### src/rtl/slicel_cfg_pkg.sv
// Shared types and layout helpers for the slice configuration loader.
// The cfg_vec layout, LSB to MSB, is: LUT configs, inter-LUT mux config,
// use_cc, reg init.
package slicel_cfg_pkg;

    typedef enum logic [2:0] {
        IDLE,
        LOAD,
        CHECK,
        COMMIT,
        DONE
    } cfg_state_t;

    // Config bits per LUT cell: two base-width truth tables plus one select bit.
    function automatic int lut_cfg_bits(input int s_xx_base);
        return 2 * (2 ** s_xx_base) + 1;
    endfunction

    function automatic int mux_lvls(input int num_luts);
        return $clog2(num_luts);
    endfunction

    function automatic int lut_ofs(input int s_xx_base, input int lut_idx);
        return lut_idx * lut_cfg_bits(s_xx_base);
    endfunction

    function automatic int mux_ofs(input int s_xx_base, input int num_luts);
        return num_luts * lut_cfg_bits(s_xx_base);
    endfunction

    function automatic int usecc_ofs(input int s_xx_base, input int num_luts);
        return mux_ofs(s_xx_base, num_luts) + mux_lvls(num_luts);
    endfunction

    function automatic int init_ofs(input int s_xx_base, input int num_luts);
        return usecc_ofs(s_xx_base, num_luts) + 1;
    endfunction

    // Two init bits per LUT follow the single use_cc bit.
    function automatic int cfg_w(input int s_xx_base, input int num_luts);
        return init_ofs(s_xx_base, num_luts) + 2 * num_luts;
    endfunction

    function automatic int nwords(input int s_xx_base, input int num_luts, input int word_w);
        return (cfg_w(s_xx_base, num_luts) + word_w - 1) / word_w;
    endfunction

endpackage

### src/rtl/slicel_cfg_chk.sv
// Running XOR checksum over the payload words and comparison against the
// trailing checksum word. Only instantiated when SLICEL_CFG_CHECKSUM_EN is set.
module slicel_cfg_chk #(
    parameter int WORD_W = 8
) (
    input  logic              clk,
    input  logic              rst_n,
    input  logic              clr,
    input  logic              acc_en,
    input  logic              trl_en,
    input  logic [WORD_W-1:0] data,
    output logic              match
);

    logic [WORD_W-1:0] acc_q;
    logic [WORD_W-1:0] trl_q;

    // Accumulate payload words and capture the trailer; cleared at each session start.
    always_ff @(posedge clk or negedge rst_n) begin
        if (!rst_n) begin
            acc_q <= '0;
            trl_q <= '0;
        end else if (clr) begin
            acc_q <= '0;
            trl_q <= '0;
        end else begin
            if (acc_en) begin
                acc_q <= acc_q ^ data;
            end
            if (trl_en) begin
                trl_q <= data;
            end
        end
    end

    assign match = (acc_q == trl_q);

endmodule

### src/rtl/slicel_cfg_loader.sv
// Configuration sequencer for one logic slice: streams the bitstream into a
// shadow register, then commits it with a one-cycle cfg_cen pulse while the
// slice's user register enable is held off.
// Optional macro SLICEL_CFG_CHECKSUM_EN: expects one trailing XOR checksum word
// and verifies it in a CHECK state before committing.
module slicel_cfg_loader
    import slicel_cfg_pkg::*;
#(
    parameter int  S_XX_BASE = 4,
    parameter int  NUM_LUTS  = 4,
    parameter int  WORD_W    = 8,
    localparam int CFG_W     = cfg_w(S_XX_BASE, NUM_LUTS),
    localparam int NWORDS    = nwords(S_XX_BASE, NUM_LUTS, WORD_W)
) (
    input  logic              clk,
    input  logic              rst_n,
    input  logic              start,
    input  logic              abort,
    input  logic              bs_valid,
    output logic              bs_ready,
    input  logic [WORD_W-1:0] bs_data,
    output logic [CFG_W-1:0]  cfg_vec,
    output logic              cfg_cen,
    input  logic              user_reg_ce,
    output logic              slice_reg_ce,
    output logic              busy,
    output logic              done,
    output logic              err
);

`ifdef SLICEL_CFG_CHECKSUM_EN
    localparam int LAST_IDX = NWORDS;
`else
    localparam int LAST_IDX = NWORDS - 1;
`endif
    localparam int CNT_W = $clog2(NWORDS + 1) + 1;

    cfg_state_t       state_q;
    cfg_state_t       state_d;
    logic [CNT_W-1:0] cnt_q;
    logic             start_ok;
    logic             xfer;
    logic             last_word;
    logic             err_q;
    logic [CFG_W-1:0] shadow;

    assign start_ok  = (state_q == IDLE) && start;
    // abort outranks a word offered in the same cycle
    assign xfer      = (state_q == LOAD) && bs_valid && !abort;
    assign last_word = xfer && (cnt_q == CNT_W'(LAST_IDX));

`ifdef SLICEL_CFG_CHECKSUM_EN
    logic chk_match;

    slicel_cfg_chk #(
        .WORD_W (WORD_W)
    ) u_chk (
        .clk    (clk),
        .rst_n  (rst_n),
        .clr    (start_ok),
        .acc_en (xfer && (cnt_q < CNT_W'(NWORDS))),
        .trl_en (xfer && (cnt_q == CNT_W'(NWORDS))),
        .data   (bs_data),
        .match  (chk_match)
    );
`endif

    // State register.
    always_ff @(posedge clk or negedge rst_n) begin
        if (!rst_n) begin
            state_q <= IDLE;
        end else begin
            state_q <= state_d;
        end
    end

    // Next-state and handshake/strobe decode.
    always_comb begin
        state_d      = state_q;
        bs_ready     = 1'b0;
        busy         = 1'b1;
        cfg_cen      = 1'b0;
        done         = 1'b0;
        slice_reg_ce = 1'b0;
        case (state_q)
            IDLE: begin
                busy         = 1'b0;
                // user clocking only outside a session and never during reset
                slice_reg_ce = user_reg_ce && rst_n;
                if (start) begin
                    state_d = LOAD;
                end
            end
            LOAD: begin
                bs_ready = 1'b1;
                if (abort) begin
                    state_d = IDLE;
                end else if (last_word) begin
`ifdef SLICEL_CFG_CHECKSUM_EN
                    state_d = CHECK;
`else
                    state_d = COMMIT;
`endif
                end
            end
`ifdef SLICEL_CFG_CHECKSUM_EN
            CHECK: begin
                if (abort || !chk_match) begin
                    state_d = IDLE;
                end else begin
                    state_d = COMMIT;
                end
            end
`endif
            COMMIT: begin
                cfg_cen = 1'b1;
                state_d = abort ? IDLE : DONE;
            end
            DONE: begin
                done    = 1'b1;
                state_d = IDLE;
            end
            default: begin
                state_d = IDLE;
            end
        endcase
    end

    // Word counter: restarts with each session, advances per accepted word.
    always_ff @(posedge clk or negedge rst_n) begin
        if (!rst_n) begin
            cnt_q <= '0;
        end else if (start_ok) begin
            cnt_q <= '0;
        end else if (xfer) begin
            cnt_q <= cnt_q + 1'b1;
        end
    end

    // Sticky error: cleared by a new session, set by a failed checksum.
    always_ff @(posedge clk or negedge rst_n) begin
        if (!rst_n) begin
            err_q <= 1'b0;
        end else if (start_ok) begin
            err_q <= 1'b0;
`ifdef SLICEL_CFG_CHECKSUM_EN
        end else if ((state_q == CHECK) && !abort && !chk_match) begin
            err_q <= 1'b1;
`endif
        end
    end

    assign err = err_q;

    // Shadow register, one segment per bitstream word; the last segment keeps
    // only the bits that fit inside CFG_W.
    for (genvar w = 0; w < NWORDS; w++) begin : g_word
        localparam int LO = w * WORD_W;
        localparam int NB = ((CFG_W - LO) < WORD_W) ? (CFG_W - LO) : WORD_W;

        logic [NB-1:0] seg_q;

        // Capture this word's bits when the counter points at it.
        always_ff @(posedge clk or negedge rst_n) begin
            if (!rst_n) begin
                seg_q <= '0;
            end else if (xfer && (cnt_q == CNT_W'(w))) begin
                seg_q <= bs_data[NB-1:0];
            end
        end

        assign shadow[LO +: NB] = seg_q;
    end

    assign cfg_vec = shadow;

endmodule
### config.mk
export PLATFORM = sky130hd
export DESIGN_NAME = slicel_cfg_loader
export DESIGN_NICKNAME = d
export VERILOG_FILES = /design/src/rtl/slicel_cfg_pkg.sv /design/src/rtl/slicel_cfg_chk.sv /design/src/rtl/slicel_cfg_loader.sv
export SDC_FILE = /design/constraint.sdc
export NUM_CORES = 1
export LEC_CHECK = 0
export BUFFER_PORTS_ARGS = -buffer_cell sky130_fd_sc_hd__buf_2
export CAP_MARGIN = 30
export CORE_ASPECT_RATIO = 0.7
export CORE_MARGIN = 4
export CORE_UTILIZATION = 45
export CTS_CLUSTER_DIAMETER = 30
export DETAILED_ROUTE_END_ITERATION = 6
export PLACE_DENSITY = 0.67
export SLEW_MARGIN = 20
export SYNTH_ARGS = -nofsm -noshare
export SYNTH_HDL_FRONTEND = slang
export SYNTH_SLANG_ARGS = --single-unit
### constraint.sdc
create_clock -name clk -period 5.94 [get_ports clk]
set_clock_uncertainty 0.05 [all_clocks]
set_input_delay 1.188 -clock clk [delete_from_list [all_inputs] [get_ports clk]]
set_output_delay 1.188 -clock clk [all_outputs]
set_load 0.05 [all_outputs]
==> results_dict.tcl, run 1 <==
set metrics [dict create \
    synthXorXnorAreaFrac_pct 0 \
    numClockSinks 152 \
    ff_latch_area_um2 3800 \
    relSlewSlack_pct 50.3 \
    syn_to_final_growth_pct 25.2 \
    max_clock_freq_mhz 287 \
    worst-setup-path-type "in2out" \
    power_frac_seq_pct 43.8 \
    grt_antenna_before_repair 0 \
    finalCriticalPeriod_ps 3480 \
    final_common_cell "buf_2" \
    drt_pre_antenna_iters 4 \
    syn_avg_cell_area_um2 15.6 \
    yosysUniqueCellTypes 36 \
    core_area_um2 13200 \
    hp-class "reg2reg" \
    ios 163 \
    grt_use_total_pct 19.5 \
    drive_gt1_share_pct 60.6 \
    whs_ps 448 \
    hold_viol 0 \
    reg2reg_depth 3 \
    vias 3880 \
    status "finished, final reports clean" \
    multi_input_area_um2 2190 \
    crit_fanout 80 \
    synth_top_area_cell "dfrtp_1" \
    cts-root-buf "clkbuf_16" \
    reg2reg_to "g_word[13].seg_q[6]" \
    power-per-cell-area_nw_per_um2 341 \
    diodes 0 \
    syn_area_um2 6100 \
    netlist_instances 390 \
    initial_utilization_pct 46.1 \
    fillers 1074 \
    via_per_inst 5.19 \
    crit_required_ps 4700 \
    synthAdderAreaFrac_pct 0.820 \
    clkPwrFrac_pct 38.5 \
    h-tree-depth 4 \
    end_kind "output port" \
    post_drt_wl_per_cell_um 19.4 \
    dieArea_um2 15500 \
    clock_latency_ps 400 \
    grt_pass1_vias 4127 \
    p_sw_mw 0.798 \
    ys_ff_latch 152 \
    post_cts_buffers 0 \
    muxShareOfSynthArea_pct 26.6 \
    nets 570 \
    cts_buffers 17 \
    reg2reg_from "state_q[1]" \
    switching_share_pct 30.6 \
    p_leak_nw 4.21 \
    die_w_um 147 \
    comb_power_share_pct 17.7 \
    grt-ovfl-total 0 \
    synth_top_area_share_pct 62.3 \
    ys_seq_area_share_pct 62.3 \
    grt_pass1_wl_mm 23.4 \
    netlist_top_cells_area "dfrtp_1 62%, mux2_2 26%, nor3b_4 1.2%, nor4_4 1.0%, clkbuf_1 0.86%" \
    clk_path_buf_depth 2 \
    rsz0062_at_grt "no" \
    ys_warn_count 0 \
    port_buffers 161 \
    fin_crit_sh_pct 58.6 \
    dp_hpwl_mm 10.2 \
    finalSetupViolations 0 \
    worst_pin_slew_ps 745 \
    internal_power_mw 1.81 \
    drc 0 \
    synth_top_family_by_area "multiplexers" \
    drt_iter0_drc 181 \
    wl_mm 14.5 \
    mostFrequentLayoutCells "160 x buf_2, 152 x dfrtp_1, 140 x mux2_2" \
    fin_tns_setup_ps 0 \
    worstSetupStartpoint "rst_n" \
    clkTransAtPathRegs_ps 50 \
    cp-endpoint "slice_reg_ce" \
    gp_congestion 0.794 \
    slew_violations 0 \
    synthSimpleGateAreaFrac_pct 7.32 \
    die_h_um 105 \
    ir_drop_uv 230 \
    cts_resized 0 \
    ant_nets 0 \
    hold_buffers 0 \
    cts_tree "yes" \
    cp_data_arrival_time_ps 2240 \
    grt_max_degree 81 \
    maxCapViolCount 0 \
    rows 35 \
    ff2ff_setup_slack_ps 3260 \
    start_kind "primary input" \
    synth_fp_nets 408 \
    synth-compound-area-share_pct 1.07 \
]
## critical path, cell delays in order
cell and delay (ps):
buf_6 530, nand2_1 120, nor2_1 120, buf_2 270
## synthesized netlist by cell type
master,count
a21oi_1,6
o21ai_0,4
and4b_1,1
buf_1,1
mux2_2,140
conb_1,1
dfrtp_1,152
mux2i_1,1
nor2b_1,2
mux2_1,3
o31ai_1,2
clkbuf_1,14
nand4_1,1
buf_4,1
nor4b_4,1
nand2b_1,3
nand4bb_1,1
ha_1,4
or4_1,2
inv_1,3
nor4b_1,3
nor4_1,1
nor3_1,1
nor3b_1,3
nand2_1,5
nor4bb_1,2
nor2_1,4
nand3_1,9
or4b_1,1
nor4_4,3
buf_2,3
or3_1,4
nor3b_4,4
or3b_1,1
nand3b_1,1
buf_6,2
## area by class of cell
| class | instances | share of cell area [%] |
|---|---|---|
| Tap cell | 185 | 3.03 |
| Sequential cell | 152 | 49.8 |
| Clock buffer | 21 | 6.03 |
| Multi-Input combinational cell | 214 | 28.7 |
| Inverter | 3 | 0.147 |
| Clock inverter | 9 | 1.23 |
| Timing Repair Buffer | 164 | 11.1 |
## power groups by stage
| stage | registers, mW | clock network, mW | logic [mW] |
|---|---|---|---|
| 3_3_place_gp | 1.16 | 0 | 0.459 |
| 5_1_grt | 1.15 | 1.07 | 0.484 |
| 2_1_floorplan | 1.39 | 0 | 0.0974 |
| 6_report | 1.14 | 1.00 | 0.462 |
| 3_5_place_dp | 1.16 | 0 | 0.463 |
| 4_1_cts | 1.14 | 1.03 | 0.465 |
## layer usage
layer	wire length [µm]	GRT usage, %	vias up
li1	-	-	1719
met1	6700	27.2	2021
met2	6510	28.8	130
met3	1200	7.48	10
met4	91	4.92	0
met5	0	0	-
## state kept, by name, summed over array words and instances, names as in the netlist
| name | count |
|---|---|
| state_q | 3 |
| g_word.seg_q | 143 |
| cnt_q | 6 |
## per-stage QoR
step / cells / power (mW) / utilization, % / cell area, µm² / worst slack (ps)
after floorplan: 390 / 1.48 / - / 6100 / 2630
after global placement: 716 / 1.62 / 53.4 / 7060 / 2450
after detailed placement: 716 / 1.62 / 53.4 / 7060 / 2400
after CTS: 746 / 2.63 / 57.6 / 7610 / 2400
after global routing: 748 / 2.70 / 57.8 / 7640 / 2280
final: 748 / 2.61 / 57.8 / 7640 / 2460
## how the worst min path moves through the flow
stage / start / end / slack (ps) / cells after the start
final: g_word[3].seg_q[4] / g_word[3].seg_q[4] / 450 / 1
after global routing: g_word[12].seg_q[3] / g_word[12].seg_q[3] / 460 / 1
after CTS: g_word[3].seg_q[4] / g_word[3].seg_q[4] / 450 / 1
after detailed placement: g_word[0].seg_q[2] / g_word[0].seg_q[2] / 440 / 1
after global placement: g_word[10].seg_q[6] / g_word[10].seg_q[6] / 430 / 1
after floorplan: state_q[2] / state_q[0] / 470 / 1
## logic make-up after synthesis
family / count (synthesis)
other cells: 1
flops: 152
buf+inv: 24
simple gates: 53
mux: 144
fa+ha+maj: 4
compound gates: 12
(Power assumes the default switching activity.)
==> run 2: changes to the inputs <==
- clock period: 5.94 -> 3.5 ns (I/O delays scaled with it)
==> results_dict.tcl, run 2 (synthesized netlist as in run 1, its figures left out) <==
set metrics [dict create \
    reg2reg_depth 5 \
    cp_data_arrival_time_ps 1820 \
    max_clock_freq_mhz 389 \
    worst-setup-path-type "reg2out" \
    dp.cells 719 \
    power_frac_seq_pct 43.7 \
    ir_drop_uv 441 \
    cts_buffers 17 \
    worstPathCellList "buf_4, or3_1, nor2_1, buf_2" \
    finalSetupViolations 0 \
    die_w_um 147 \
    initial_utilization_pct 46.1 \
    clkTransAtPathRegs_ps 60 \
    finalCriticalPeriod_ps 2570 \
    internal_power_mw 3.07 \
    max_stage_delay_ps 420 \
    mostFrequentLayoutCells "160 x buf_2, 152 x dfrtp_1, 140 x mux2_2" \
    clkPwrFrac_pct 38.8 \
    syn_to_final_growth_pct 25.4 \
    hp-class "in2async" \
    end_kind "output port" \
    cts-root-buf "clkbuf_16" \
    cts_tree "yes" \
    grt_use_total_pct 20.1 \
    status "finished, final reports clean" \
    port_buffers 161 \
    fin_area_um2 7650 \
    gp_congestion 0.751 \
    layout_setup_ws_ps 927 \
    reg.largest.list "g_word.seg_q x143, cnt_q x6, state_q x3" \
    vias 3861 \
    slowest_stage "or3_1" \
    rsz0062_at_grt "no" \
    fin_tns_setup_ps 0 \
    h-tree-depth 4 \
    grt-ovfl-total 0 \
    fin_crit_sh_pct 73.5 \
    place_ws_ps 838 \
    drc 0 \
    drt_pre_antenna_iters 4 \
    crit_fanout 17 \
    hold_buffers 0 \
    clk_path_buf_depth 2 \
    final_util_pct 57.9 \
    dp_hpwl_mm 10.4 \
    rows 35 \
    via_per_inst 5.15 \
    ios 163 \
    grt_pass1_wl_mm 24.0 \
    ff2ff_setup_slack_ps 1020 \
    ant_nets 0 \
    crit_required_ps 2750 \
    largest_register "g_word.seg_q" \
    diodes 0 \
    hold_viol 0 \
    dieArea_um2 15500 \
    final_common_cell "buf_2" \
    cts_resized 0 \
    start_kind "flip-flop" \
    drt_iter0_drc 232 \
    relSlewSlack_pct 43.3 \
    instances_no_fill 750 \
    wl_mm 15.1 \
    grt_max_degree 153 \
    largest_reg_flops 143 \
    worst_pin_slew_ps 851 \
    place_area_um2 7090 \
    reg2reg_to "g_word[2].seg_q[1]" \
    grt_antenna_before_repair 0 \
    clock_latency_ps 410 \
    slew_violations 0 \
    grt_pass1_vias 4200 \
    core_area_um2 13200 \
    numClockSinks 152 \
    maxCapViolCount 0 \
    p_sw_mw 1.37 \
    fillers 1104 \
    p_leak_nw 4.21 \
    reg2reg_from "cnt_q[0]" \
    switching_share_pct 30.8 \
    drive_gt1_share_pct 60.7 \
    nets 571 \
    die_h_um 105 \
    comb_power_share_pct 17.5 \
    post_cts_buffers 0 \
    post_drt_wl_per_cell_um 20.1 \
    power-per-cell-area_nw_per_um2 580 \
]
[run 2: changes by cell type in the layout (fill, tap and decap cells not counted)]
cell / previous run / this run
buf_4: 1 / 3
clkinvlp_4: 2 / 3
clkbuf_4: 1 / 0
inv_6: 2 / 1
clkinv_2: 1 / 2
[run 2: power groups by stage]
stage                     clock (mW)  sequential, mW  combinational, mW
after CTS                       1.76            1.94              0.788
final                           1.72            1.94              0.778
after detailed placement           0            1.97              0.787
after floorplan                    0            2.35              0.165
after global routing            1.83            1.95              0.817
after global placement             0            1.97              0.774
[run 2: per-stage QoR]
step	total power [mW]	hold slack (ps)
6_report	4.44	340
5_1_grt	4.60	458
4_1_cts	4.48	430
3_5_place_dp	2.75	438
3_3_place_gp	2.74	417
2_1_floorplan	2.52	354
[run 2: worst max path at each step]
stage / cells past startpoint / slack (ps) / endpoint / startpoint
final: 4 / 930 / slice_reg_ce / state_q[1]
after global routing: 4 / 830 / slice_reg_ce / state_q[1]
after CTS: 4 / 900 / slice_reg_ce / state_q[1]
after detailed placement: 4 / 840 / g_word[1].seg_q[4] / abort
after global placement: 4 / 870 / g_word[1].seg_q[3] / abort
after floorplan: 4 / 680 / slice_reg_ce / state_q[1]
[run 2: final cells by class]
type                            instances  area (µm²)  share of cell area, %
Clock buffer                           21         460                   6.02
Clock inverter                         10        97.6                   1.28
Inverter                                3        11.3                  0.147
Multi-Input combinational cell        214        2190                   28.7
Sequential cell                       152        3800                   49.7
Tap cell                              185         231                   3.03
Timing Repair Buffer                  165         855                   11.2
[run 2: routing by layer]
metal  global-route usage [%]  routed length, µm
met1                     27.4               7010
met2                     30.0               6680
met3                     7.52               1210
met4                     6.25                167
met5                        0                  0
[run 2: critical path: cells and delay by family (launching register included)]
family                 cells  cell delay (ps)
AND/OR/NAND/NOR            2              530
buffers and inverters      2              480
flip-flops                 1              400
==> run 3: changes to the inputs <==
- clock period: 3.5 -> 2.5 ns (I/O delays scaled with it)
==> results_dict.tcl, run 3 (synthesized netlist as in run 1, its figures left out) <==
set metrics [dict create \
    hold_buffers 0 \
    rsz0062_at_grt "no" \
    final_util_pct 58.5 \
    reg2reg_to "g_word[13].seg_q[7]" \
    cp_data_arrival_time_ps 1820 \
    via_per_inst 5.17 \
    wl_mm 14.5 \
    max_stage_delay_ps 440 \
    drt_pre_antenna_iters 5 \
    clk_path_buf_depth 2 \
    numClockSinks 152 \
    worstPathCellList "buf_4, or3_1, nor2_2, buf_2" \
    status "finished, final reports clean" \
    rows 35 \
    fin_tns_setup_ps 0 \
    dp_hpwl_mm 10.1 \
    slew_violations 0 \
    maxCapViolCount 0 \
    final_common_cell "buf_2" \
    cp-endpoint "slice_reg_ce" \
    nets 579 \
    cts_buffers 17 \
    worst-setup-path-type "reg2out" \
    max_clock_freq_mhz 422 \
    slowest_stage "or3_1" \
    die_h_um 105 \
    hp-class "in2async" \
    clock_latency_ps 410 \
    worstSetupStartpoint "state_q[1]" \
    drive_gt1_share_pct 61.4 \
    relSlewSlack_pct 43.2 \
    largest_reg_flops 143 \
    vias 3910 \
    end_kind "output port" \
    ios 163 \
    post_drt_wl_per_cell_um 19.2 \
    ir_drop_uv 533 \
    instances_no_fill 757 \
    power-per-cell-area_nw_per_um2 825 \
    crit_required_ps 1950 \
    worst_pin_slew_ps 851 \
    crit_fanout 17 \
    core_area_um2 13200 \
    drc 0 \
    ant_nets 0 \
    hold_viol 0 \
    initial_utilization_pct 46.1 \
    grt_pass1_vias 4230 \
    diodes 0 \
    dieArea_um2 15500 \
    grt_antenna_before_repair 0 \
    drt_iter0_drc 220 \
    finalCriticalPeriod_ps 2370 \
    cts_tree "yes" \
    clkTransAtPathRegs_ps 60 \
    fin_crit_sh_pct 94.7 \
    reg2reg_depth 4 \
    dp.cells 727 \
    gp_congestion 0.782 \
    mostFrequentLayoutCells "160 x buf_2, 152 x dfrtp_1, 140 x mux2_2" \
    cts-root-buf "clkbuf_16" \
    ff2ff_setup_slack_ps 260 \
    start_kind "flip-flop" \
    grt_pass1_wl_mm 23.7 \
    post_cts_buffers 0 \
    h-tree-depth 4 \
    grt-ovfl-total 0 \
    syn_to_final_growth_pct 26.9 \
    finalSetupViolations 0 \
    reg2reg_from "state_q[2]" \
    reg.largest.list "g_word.seg_q x143, cnt_q x6, state_q x3" \
    grt_use_total_pct 19.6 \
    largest_register "g_word.seg_q" \
    die_w_um 147 \
    p_leak_nw 4.27 \
    power_mw 6.38 \
    cts_resized 0 \
    grt_max_degree 153 \
    fillers 1090 \
    port_buffers 161 \
]
run 3: metrics by stage:
step | hold slack (ps) | instance area (µm²) | worst slack (ps)
global route | 252 | 7740 | 45.8
global placement | 416 | 7150 | 219
CTS | 216 | 7740 | 112
detailed placement | 424 | 7150 | 153
finish | 115 | 7740 | 133
floorplan | 154 | 6100 | 61.1
run 3: final cells by class:
class                      instances  area (µm²)  area share, %
multi-input combinational        214        2190           28.3
clock buffer                      19         443           5.72
clock inverter                    11         149           1.92
timing repair buffer             173         915           11.8
inverter                           3        11.3          0.145
sequential                       152        3800           49.1
tap                              185         231           2.99
run 3: critical path: cells and delay by family (launching register included):
family        cells  cell delay, ps
simple gates      2             550
flops             1             390
buf+inv           2             480
run 3: worst min-delay path by stage:
stage / startpoint / to / depth (start not counted)
2_1_floorplan: rst_n / cnt_q[0] / 0
3_3_place_gp: g_word[1].seg_q[7] / g_word[1].seg_q[7] / 1
3_5_place_dp: g_word[17].seg_q[5] / g_word[17].seg_q[5] / 1
4_1_cts: rst_n / state_q[2] / 2
5_1_grt: rst_n / g_word[16].seg_q[5] / 2
6_report: rst_n / g_word[16].seg_q[0] / 2
run 3: power breakdown:
part	total, mW	internal (mW)	switching, mW
Combinational	1.09	0.257	0.836
Clock	2.57	1.59	0.986
Sequential	2.72	2.62	0.0949
Total	6.38	4.47	1.92
run 3: metal layers:
| layer | GRT usage (%) | up-vias | share of wire [%] |
|---|---|---|---|
| li1 | - | 1740 | - |
| met1 | 26.7 | 2037 | 46 |
| met2 | 30.3 | 116 | 46 |
| met3 | 7.05 | 17 | 7.3 |
| met4 | 4.39 | 0 | 0.98 |
| met5 | 0 | - | 0 |
